--- src/rtl/nor_pkg.sv ---
// Shared definitions for the NOR datapath block: default width and
// width-generic helpers for the set-bit counter.
package nor_pkg;

    localparam int NOR_DEFAULT_WIDTH = 4;

    // Counter width able to hold 0..width inclusive.
    function automatic int cnt_w(input int width);
        return $clog2(width + 1);
    endfunction

    // Operands narrower than 64 bits are zero-extended by the caller.
    function automatic int popcount(input logic [63:0] v);
        int n;
        n = 0;
        for (int i = 0; i < 64; i++) begin
            n += int'(v[i]);
        end
        return n;
    endfunction

endpackage

--- src/rtl/nor_cell.sv ---
// Single-bit NOR, the leaf cell replicated across the datapath width.
module nor_cell (
    input  logic a,
    input  logic b,
    output logic y
);

    assign y = ~(a | b);

endmodule

--- src/rtl/nor_gate_unit.sv ---
// Bitwise NOR with a combinational result plus a registered copy carrying
// a valid bit, all-ones/all-zero flags and a set-bit count.
module nor_gate_unit
    import nor_pkg::*;
#(
    parameter int WIDTH = NOR_DEFAULT_WIDTH
) (
    input  logic                       clk,
    input  logic                       rst,
    input  logic [WIDTH-1:0]           a,
    input  logic [WIDTH-1:0]           b,
    input  logic                       in_valid,
    output logic [WIDTH-1:0]           y,
    output logic [WIDTH-1:0]           y_q,
    output logic                       out_valid,
    output logic                       all_ones,
    output logic                       all_zero,
    output logic [cnt_w(WIDTH)-1:0]    ones_cnt
);

    localparam int CNT_W = cnt_w(WIDTH);

    for (genvar gi = 0; gi < WIDTH; gi++) begin : g_cell
        nor_cell u_cell (
            .a (a[gi]),
            .b (b[gi]),
            .y (y[gi])
        );
    end

    logic [WIDTH-1:0] or_ab;
    logic [63:0]      y_ext;
    logic [CNT_W-1:0] ones_cnt_next;
    logic             all_ones_next;
    logic             all_zero_next;

    assign or_ab = a | b;

    always_comb begin
        y_ext                = '0;
        y_ext[WIDTH-1:0]     = y;
        ones_cnt_next        = CNT_W'(popcount(y_ext));
        all_ones_next        = (or_ab == '0);
        all_zero_next        = &or_ab;
    end

    logic [WIDTH-1:0] y_q_reg;
    logic             out_valid_reg;
    logic             all_ones_reg;
    logic             all_zero_reg;
    logic [CNT_W-1:0] ones_cnt_reg;

    // Reset state describes an all-zero result, so all_zero starts high.
    always_ff @(posedge clk) begin
        if (rst) begin
            y_q_reg       <= '0;
            out_valid_reg <= 1'b0;
            all_ones_reg  <= 1'b0;
            all_zero_reg  <= 1'b1;
            ones_cnt_reg  <= '0;
        end else if (in_valid) begin
            y_q_reg       <= y;
            out_valid_reg <= 1'b1;
            all_ones_reg  <= all_ones_next;
            all_zero_reg  <= all_zero_next;
            ones_cnt_reg  <= ones_cnt_next;
        end else begin
            out_valid_reg <= 1'b0;
        end
    end

    assign y_q       = y_q_reg;
    assign out_valid = out_valid_reg;
    assign all_ones  = all_ones_reg;
    assign all_zero  = all_zero_reg;
    assign ones_cnt  = ones_cnt_reg;

endmodule

--- config.mk ---
export PLATFORM = sky130hd
export DESIGN_NAME = nor_gate_unit
export DESIGN_NICKNAME = d
export VERILOG_FILES = /design/src/rtl/nor_pkg.sv /design/src/rtl/nor_cell.sv /design/src/rtl/nor_gate_unit.sv
export SDC_FILE = /design/constraint.sdc
export NUM_CORES = 1
export LEC_CHECK = 0
export BUFFER_PORTS_ARGS = -buffer_cell sky130_fd_sc_hd__buf_4
export CORE_AREA = 2 2 39 41
export CTS_BUF_LIST = sky130_fd_sc_hd__clkbuf_4
export DETAILED_ROUTE_END_ITERATION = 16
export DIE_AREA = 0 0 41 43
export PLACE_DENSITY_LB_ADDON = 0.2
export SYNTH_ARGS = -nofsm -noshare
export SYNTH_HDL_FRONTEND = slang
export SYNTH_HIERARCHICAL = 1
export SYNTH_SLANG_ARGS = --single-unit
export TNS_END_PERCENT = 30
--- constraint.sdc ---
create_clock -name clk -period 3 [get_ports clk]
set_clock_uncertainty 0.05 [all_clocks]
set_input_delay 0.15 -clock clk [delete_from_list [all_inputs] [get_ports clk]]
set_output_delay 0.15 -clock clk [all_outputs]
set_load 0.005 [all_outputs]
### Yosys cells after proc, flatten, opt, wreduce, memory -nomap -nowiden

Index checks and enable logic that the tools add are counted.

* add/subtract/negate cells: 3
* multiplexer cells: 1
* bitwise logic cells: 9
* reductions and logical operators: 2

Operators by type and width (number)
* 4-bit logical NOT: 1
* 1-bit inverter: 4
* 1-bit bitwise OR: 4
* 4-bit bitwise OR: 1
* 4-bit AND reduction: 1
* 2-bit by 1-bit adder with 3-bit output: 1
* 3-bit by 1-bit adder with 3-bit output: 1
* 1-bit by 1-bit adder with 2-bit output: 1
* 1-bit two-way mux: 1

* register bits after elaboration: 10
* input port bits: 11
* word-level logic and storage cells: 20

### Depth between registers and ports, before layout

Gate-level depths: netlist of the first run.

* depth in word-level cells: 5
* mapped depth: 8
* depth with buffers taken out: 8

### Hierarchy

Netlist of the first run, hierarchy kept.

Modules (own cells, without submodules)
* nor_gate_unit: instances 1, cells each 43, area an instance 447.9 um2, seq. area each 200.2 um2
* nor_cell: instances 4, cells each 1, area an instance 3.8 um2, seq. area each 0.0 um2

### Least setup slack after synthesis of the first run

OpenSTA, ideal clock, no wires.

* path kind: input to register
* start point: input b[0]
* end point: register ones_cnt_reg[1] (netlist: ones_cnt[1])
* library setup time: 0.118 ns
* data arrival time: 1.555 ns
* data required time: 2.832 ns
* path slack: 1.277 ns
* stages: 8
* path buffers: 0
* path through: nor2_1 inv_1 fa_1 inv_1 ha_1 ha_1 mux2i_1 nor2_1

* word-level cells in the longest chain between the ends: 5

RTL lines
* from (decl): RTL line nor_gate_unit.sv:11 `input logic [WIDTH-1:0] b,`
* 1-bit bitwise OR: RTL line nor_cell.sv:8 `assign y = ~(a | b);`
* 1-bit inverter: RTL line nor_cell.sv:8
* 1-bit by 1-bit adder with 2-bit output: RTL line nor_pkg.sv:17 `n += int'(v[i]);`
* 2-bit by 1-bit adder with 3-bit output: RTL line nor_pkg.sv:17
* 3-bit by 1-bit adder with 3-bit output: RTL line nor_pkg.sv:17
* net ones_cnt_next[1]: RTL line nor_gate_unit.sv:33 `logic [CNT_W-1:0] ones_cnt_next;`
* to (signal assigned): RTL line nor_gate_unit.sv:66 `ones_cnt_reg <= ones_cnt_next;`
* to (decl): RTL line nor_gate_unit.sv:51 `logic [CNT_W-1:0] ones_cnt_reg;`

The timed path passes the listed nets, and every way through them passes these cells.
A chain may end at the register's enable or synchronous reset.

### Final worst setup path of the first run

Same ends and word-level chain as after synthesis.

==> flow_metrics.tcl, run 1 <==
set metrics [dict create \
    coreArea_mm2 0.00138 \
    synth_seq_cells 10 \
    finalSetupTns_ns 0 \
    first_pass_iters 4 \
    vias 411 \
    hpwl_um 691 \
    die_area_mm2 0.00176 \
    hold_path_class "in -> reg" \
    yosysMostFrequentCell "nor2_1" \
    dp.cells 85 \
    grt_max_degree 12 \
    post-route-period-util 0.536 \
    largest_reg_flops 4 \
    root_buffer "clkbuf_4" \
    io_pins 25 \
    dp_slack_ns 1.10 \
    fmax_mhz 622 \
    ir_drop_uv 189 \
    overflow 0 \
    synth_edf_count 0 \
    synthTopCellsByCount "11 x nor2_1, 10 x dfxtp_1, 7 x mux2i_1" \
    finish.utilization 0.486 \
    synthTopCellsByArea "dfxtp_1 43%, mux2i_1 15%, nor2_1 8.9%" \
    drv_cap 0 \
    synth.yosys.seq_area_share 0.432 \
    grt_pass1_vias 350 \
    cp.arrival_ns 1.72 \
    leakage_nw 0.344 \
    synthArstFlopShare 0 \
    ys_types 15 \
    htreeDepth 1 \
    ant_nets 0 \
    power.density_mw_per_mm2 437 \
    n_antenna_cell 0 \
    drtIter0Drc 9 \
    yosys_warnings 6 \
    gp_congestion 0.697 \
    drt-wirelength-per-cell_um 10.2 \
    hold_buffers 0 \
    tightest_slew_ns 0.282 \
    cts_tree "done" \
    syn_nets 61 \
    clk_latency_ns 0.27 \
    clock_tree.buffer_depth 2 \
    setup_ws_ns 1.39 \
    ctsResizeCount 0 \
    port-buffer-count 24 \
    synth_area_um2 463 \
    drv_slew 0 \
    relSlewSlack 0.810 \
    initial_utilization 0.335 \
    yosys.area.top_type "dfxtp_1" \
    synth_cells 47 \
    synth_area_per_cell_um2 9.85 \
    grt_use_total 0.122 \
    routed_wl_um 908 \
    min_period_ns 1.61 \
    synth_top_area_frac 0.432 \
    hold_viol 0 \
    die_w_um 41 \
    cts.sinks 10 \
    postCtsSetupBuffers 0 \
    grt_setup_unrepaired "no" \
    synth_top_flop_cell "dfxtp_1" \
    path_clk_slew_ns 0.07 \
    end_kind "register" \
    outcome "complete, no violations" \
    via_per_inst 4.62 \
    setup_viol 0 \
    start_kind "input port" \
    grt_pass1_wl_um 1420 \
    fin_cells 89 \
    fp-row-count 14 \
    area_growth_pct 45.4 \
    cts_made_buffers 3 \
    path_class "in -> reg" \
    fp.dieH_um 43 \
    antenna_found_initial 0 \
    drive_gt1_frac 0.397 \
    drc 0 \
    nets 88 \
    worstPathRequired_ns 3.11 \
    worstPathMaxFanout 3 \
]
cells by family (layout without fill, tap and decap cells):
group,count (synthesis),count (layout),synth area share
simple gates,16,16,0.165
flops,10,10,0.432
mux,7,7,0.151
buf+inv,7,33,0.0757
compound gates,4,4,0.0784
fa+ha+maj,3,3,0.0973
stage by stage:
stage / hold WS [ns] / instance area, µm² / total power, mW
after CTS: 0.0654 / 673 / 0.301
after floorplan: 0.291 / 463 / 0.171
final: 0.0718 / 673 / 0.294
after global placement: 0.369 / 647 / 0.200
after detailed placement: 0.365 / 647 / 0.200
after global routing: 0.0804 / 673 / 0.309
worst max-delay path, stage by stage:
cell     delay [ns]
buf_4          0.12
nor2_1         0.18
inv_1          0.09
fa_1           0.54
inv_1          0.04
ha_1           0.17
ha_1           0.26
mux2i_1        0.13
nor2_1         0.05
report_power, final:
group / internal, mW / switching, mW / total, mW / leakage, nW
sequential: 0.139 / 0.00277 / 0.142 / 0.0819
clock: 0.0482 / 0.0497 / 0.0979 / 0.0154
combinational: 0.0311 / 0.0231 / 0.0542 / 0.247
total: 0.218 / 0.0756 / 0.294 / 0.344
cells in the final DEF, fill, tap and decap left out, drive strengths merged:
| cell | count |
|---|---|
| dfxtp | 10 |
| clkinv | 1 |
| clkbuf | 3 |
| a31o | 1 |
| nor2b | 2 |
| buf | 24 |
| mux2i | 7 |
| ha | 2 |
| inv | 5 |
| nor4 | 2 |
| o22a | 2 |
| nor2 | 11 |
| nor3b | 1 |
| a311o | 1 |
| fa | 1 |
final timing paths:
kind | startpoint | endpoint | slack [ns] | cells after the start
worst min register to register | ones_cnt[1] | ones_cnt[1] | 0.45 | 2
worst max register to register | all_zero | all_zero | 2.11 | 2
worst max-delay path | b[0] | ones_cnt[1] | 1.39 | 9
worst min-delay path | rst | ones_cnt[0] | 0.07 | 2
layout make-up:
class	instances	area, µm²
Fill cell	134	711
Inverter	5	18.8
Clock inverter	1	3.75
Sequential cell	10	200
Multi-Input combinational cell	30	228
Timing Repair Buffer	24	180
Clock buffer	3	22.5
Tap cell	16	20.0
per-layer routing:
metal  up-vias  GRT usage  wire, µm
met2        17      0.141       384
li1        211          -         -
met4         0      0.100        19
met1       181      0.180       420
met3         2     0.0314        83
met5         -          0         0
(Power assumes the default switching activity.)
==> run 2, diff against run 1 <==
==> constraint.sdc (replaced) <==
create_clock -name clk -period 1.3 [get_ports clk]
set_clock_uncertainty 0.05 [all_clocks]
set_input_delay 0.065 -clock clk [delete_from_list [all_inputs] [get_ports clk]]
set_output_delay 0.065 -clock clk [all_outputs]
set_load 0.005 [all_outputs]
==> run 2 against run 1 <==
Against the previous run: the flow now finishes with violations (negative setup slack); global-route usage is 4.7 points higher; register-to-register slack worse by 1.7 ns; via count is 11% higher; first-iteration DRC count is 56% lower; critical endpoint unchanged; largest cell class is now buffers.
==> flow_metrics.tcl, run 2 (synthesized netlist as in run 1, its figures left out) <==
set metrics [dict create \
    finalSetupTns_ns -0.0866 \
    relSlewSlack 0.825 \
    final_common_cell "buf_4" \
    die_w_um 41 \
    fp.dieH_um 43 \
    cp_slowest_cell "fa_1" \
    initial_utilization 0.335 \
    clock_tree.buffer_depth 2 \
    first_pass_iters 4 \
    cts.sinks 10 \
    start_kind "input port" \
    tightest_slew_ns 0.261 \
    nets 101 \
    routed_wl_um 1140 \
    layout_common_cells "34 x buf_4, 10 x dfxtp_1, 8 x nor2_1" \
    htreeDepth 1 \
    path_class "in -> reg" \
    drc 0 \
    hold_ws_ns 0.124 \
    ant_nets 0 \
    drt-wirelength-per-cell_um 11.2 \
    worstPathRequired_ns 1.40 \
    post-route-period-util 1.06 \
    finish.utilization 0.591 \
    grt_use_total 0.169 \
    dp_slack_ns -0.420 \
    fill_cells 126 \
    gp_congestion 0.699 \
    cts_tree "done" \
    hold_viol 0 \
    fp-row-count 14 \
    worstPathCellList "buf_6, nor2_4, inv_2, fa_1, inv_1, ha_2, ha_4, mux2i_1, nor2_1" \
    setup_viol 2 \
    end_kind "register" \
    die_area_mm2 0.00176 \
    crit_buf_inv 3 \
    area_growth_pct 76.8 \
    cp_top_family "adder cells" \
    cp.arrival_ns 1.48 \
    antenna_found_initial 0 \
    drtIter0Drc 4 \
    via_per_inst 4.48 \
    cts_made_buffers 3 \
    drive_gt1_frac 0.570 \
    coreArea_mm2 0.00138 \
    largest_reg_flops 4 \
    overflow 0 \
    grt_setup_unrepaired "yes" \
    violations "negative setup slack" \
    grt_pass1_vias 489 \
    clk_latency_ns 0.26 \
    vias 457 \
    hpwl_um 814 \
    leakage_nw 0.407 \
    hold_path_class "in -> reg" \
    root_buffer "clkbuf_4" \
    grt_max_degree 12 \
    ir_drop_uv 575 \
    drv_cap 0 \
    power.density_mw_per_mm2 885 \
    min_period_ns 1.38 \
    grt_pass1_wl_um 1930 \
    slowest_delay_ns 0.54 \
    port-buffer-count 24 \
    n_antenna_cell 0 \
    drv_slew 0 \
    io_pins 25 \
    path_clk_slew_ns 0.07 \
    fmax_mhz 725 \
    setup_ws_ns -0.0798 \
    outcome "complete, but fails checks" \
    worstPathMaxFanout 2 \
]
run 2: cell count changes in the layout (fill, tap and decap cells not counted), sizes merged:
cell         previous run  this run
buf                    24        36
dlygate4sd3             0         1
run 2: cell type report:
cell class / count / area (µm²) / share of cell area
Tap cell: 16 / 20.0 / 0.0245
Clock buffer: 3 / 22.5 / 0.0275
Sequential cell: 10 / 200 / 0.245
Clock inverter: 1 / 3.75 / 0.00459
Inverter: 5 / 18.8 / 0.0229
Timing Repair Buffer: 37 / 288 / 0.352
Multi-Input combinational cell: 30 / 265 / 0.324
run 2: per-stage QoR:
| stage | total power, mW | cells | area [µm²] |
|---|---|---|---|
| floorplan | 0.399 | 47 | 480 |
| global placement | 0.488 | 94 | 732 |
| detailed placement | 0.492 | 94 | 732 |
| CTS | 0.737 | 102 | 818 |
| global route | 0.772 | 102 | 818 |
| finish | 0.724 | 102 | 818 |
run 2: worst reg2reg max path: stages, from the launching register on:
cell and delay, ns:
dfxtp_1 0.31, nor2b_1 0.12, a311o_1 0.31
run 2: metal layers:
layer / track usage / wire (µm) / vias to the layer above
li1: - / - / 236
met1: 0.188 / 459 / 206
met2: 0.259 / 583 / 13
met3: 0.0471 / 82 / 2
met4: 0.120 / 19 / 0
met5: 0 / 0 / -
run 2: power breakdown:
part / leakage (nW) / switching (mW) / internal (mW) / total [mW]
logic: 0.310 / 0.0713 / 0.105 / 0.176
registers: 0.0819 / 0.00684 / 0.321 / 0.328
clock network: 0.0154 / 0.109 / 0.111 / 0.220
run 2: path summary, 6_finish.rpt:
| kind | from | end | slack [ns] | depth (start not counted) |
|---|---|---|---|---|
| worst min register to register | y_q[3] | y_q[3] | 0.44 | 2 |
| worst max register to register | all_zero | all_zero | 0.40 | 2 |
| worst min-delay path | a[2] | y_q[2] | 0.12 | 4 |
| worst max-delay path | b[3] | ones_cnt[1] | -0.08 | 9 |
run 2: timing repair:
item	CTS	global route
setup buffers	3	0
setup endpoints to repair	2	3
hold buffers	1	0
endpoints found under the hold margin	3	0
pin swaps	5	5
resized for setup	7	0
==> run 3, diff against run 2 <==
--- a/config.mk
+++ b/config.mk
@@ -5,6 +5,7 @@
 export SDC_FILE = /design/constraint.sdc
 export NUM_CORES = 1
 export LEC_CHECK = 0
+export ABC_CLOCK_PERIOD_IN_PS = 1300
 export BUFFER_PORTS_ARGS = -buffer_cell sky130_fd_sc_hd__buf_4
 export CORE_AREA = 2 2 39 41
 export CTS_BUF_LIST = sky130_fd_sc_hd__clkbuf_4
==> constraint.sdc (replaced) <==
create_clock -name clk -period 1.3 [get_ports clk]
set_clock_uncertainty 0.05 [all_clocks]
set_input_delay 0.13 -clock clk [delete_from_list [all_inputs] [get_ports clk]]
set_output_delay 0.13 -clock clk [all_outputs]
set_load 0.005 [all_outputs]
==> run 3 against run 2 <==
Against the previous run: the run still ends with negative setup slack left; register-to-register slack about the same; non-clock buffer count unchanged; count of clock-buffer cells in the layout unchanged; critical path depth unchanged; clock power about the same; critical path type unchanged; sequential power about the same; die area unchanged; highest routed layer is now met3.
==> flow_metrics.tcl, run 3 (synthesized netlist as in run 1, its figures left out) <==
set metrics [dict create \
    outcome "complete, but fails checks" \
    violations "negative setup slack" \
    grt_pass1_vias 400 \
    hpwl_um 806 \
    nets 101 \
    setup_ws_ns -0.112 \
    die_w_um 41 \
    die_area_mm2 0.00176 \
    io_pins 25 \
    leakage_nw 0.412 \
    fmax_mhz 708 \
    fp-row-count 14 \
    setup_viol 2 \
    port-buffer-count 24 \
    drv_cap 0 \
    path_clk_slew_ns 0.07 \
    clk_latency_ns 0.26 \
    r2r_slack_ns 0.39 \
    hold_path_class "in -> reg" \
    r2r-start "all_zero" \
    coreArea_mm2 0.00138 \
    fp.dieH_um 43 \
    largest_reg_flops 4 \
    grt_use_total 0.155 \
    cts_tree "done" \
    hold_buffers 0 \
    hold_end "y_q[0]" \
    worstPathRequired_ns 1.41 \
    stdcell_area_um2 837 \
    end_kind "register" \
    initial_utilization 0.335 \
    path_class "in -> reg" \
    min_from "rst" \
    root_buffer "clkbuf_4" \
    r2r_cells 2 \
    start_kind "input port" \
    drtIter0Drc 1 \
    cts_made_buffers 3 \
    layout_common_cells "33 x buf_4, 10 x dfxtp_1, 8 x nor2_1" \
    vias 466 \
    crit_buf_inv 3 \
    cp_slowest_cell "fa_1" \
    worstPathMaxFanout 2 \
    slowest_delay_ns 0.55 \
    drive_gt1_frac 0.593 \
    final_common_cell "buf_4" \
    grt_setup_unrepaired "yes" \
    hold_viol 0 \
    rr_endpoint "all_zero" \
    ant_nets 0 \
    hold_depth 2 \
    drc 0 \
    worstPathCellList "buf_8, nor2_4, inv_2, fa_1, inv_2, ha_4, ha_4, mux2i_1, nor2_1" \
    via_per_inst 4.57 \
    overflow 0 \
    finish.utilization 0.605 \
    htreeDepth 1 \
    tightest_slew_ns 0.275 \
    min_period_ns 1.41 \
    antenna_found_initial 0 \
    post-route-period-util 1.09 \
    grt_max_degree 12 \
    cp_top_family "adder cells" \
    cp.arrival_ns 1.52 \
    gp_congestion 0.720 \
    grt_pass1_wl_um 1760 \
    n_antenna_cell 0 \
    first_pass_iters 2 \
    drv_slew 0 \
    placed_area_um2 739 \
    clock_tree.buffer_depth 2 \
    power.density_mw_per_mm2 878 \
    cts.sinks 10 \
    relSlewSlack 0.816 \
    area_growth_pct 80.8 \
    ir_drop_uv 745 \
    drt-wirelength-per-cell_um 11.5 \
    routed_wl_um 1170 \
]
run 3: changes by cell type in the layout (fill, tap and decap cells not counted), sizes merged:
| cell | delta |
|---|---|
| buf | +1 |
| dlygate4sd3 | -1 |
run 3: worst max path at each step:
| stage | start | end | slack (ns) | depth (start not counted) |
|---|---|---|---|---|
| after CTS | a[3] | ones_cnt[1] | -0.13 | 9 |
| after global routing | b[0] | ones_cnt[1] | -0.14 | 9 |
| after detailed placement | b[0] | ones_cnt[1] | -0.48 | 9 |
| after floorplan | b[0] | ones_cnt[1] | -0.30 | 8 |
| final | b[0] | ones_cnt[1] | -0.11 | 9 |
| after global placement | b[0] | ones_cnt[1] | -0.43 | 9 |
run 3: timing repair:
action	CTS	global route
endpoints found under the setup margin	3	3
pin swaps	5	5
resized for setup	9	3
buffers inserted	2	1
run 3: worst reg2reg max path, cell delays in order (launching register included):
cell and delay [ns]:
dfxtp_1 0.31, nor2b_1 0.12, a311o_1 0.31
run 3: routing by layer:
layer / wire [µm] / GRT usage
met1: 474 / 0.190
met2: 625 / 0.231
met3: 70 / 0.0471
met4: 0 / 0.0800
met5: 0 / 0
run 3: cell type report:
class | count | area, µm²
clock buffer | 3 | 22.5
clock inverter | 1 | 3.75
fill | 125 | 547
inverter | 5 | 18.8
multi-input combinational | 30 | 275
sequential | 10 | 200
tap | 16 | 20.0
timing repair buffer | 37 | 297
run 3: through the flow:
stage	total power [mW]	setup slack, ns	std cells	hold WS [ns]	setup TNS [ns]
6_report	0.735	-0.112	102	0.0684	-0.169
3_3_place_gp	0.490	-0.434	95	0.345	-1.08
3_5_place_dp	0.494	-0.478	95	0.346	-1.19
5_1_grt	0.778	-0.145	102	0.0640	-0.265
4_1_cts	0.734	-0.125	101	0.0594	-0.167
2_1_floorplan	0.399	-0.298	47	0.229	-0.629
run 3: power breakdown:
part,internal (mW),switching [mW]
Clock,0.111,0.109
Sequential,0.321,0.00685
Combinational,0.112,0.0759
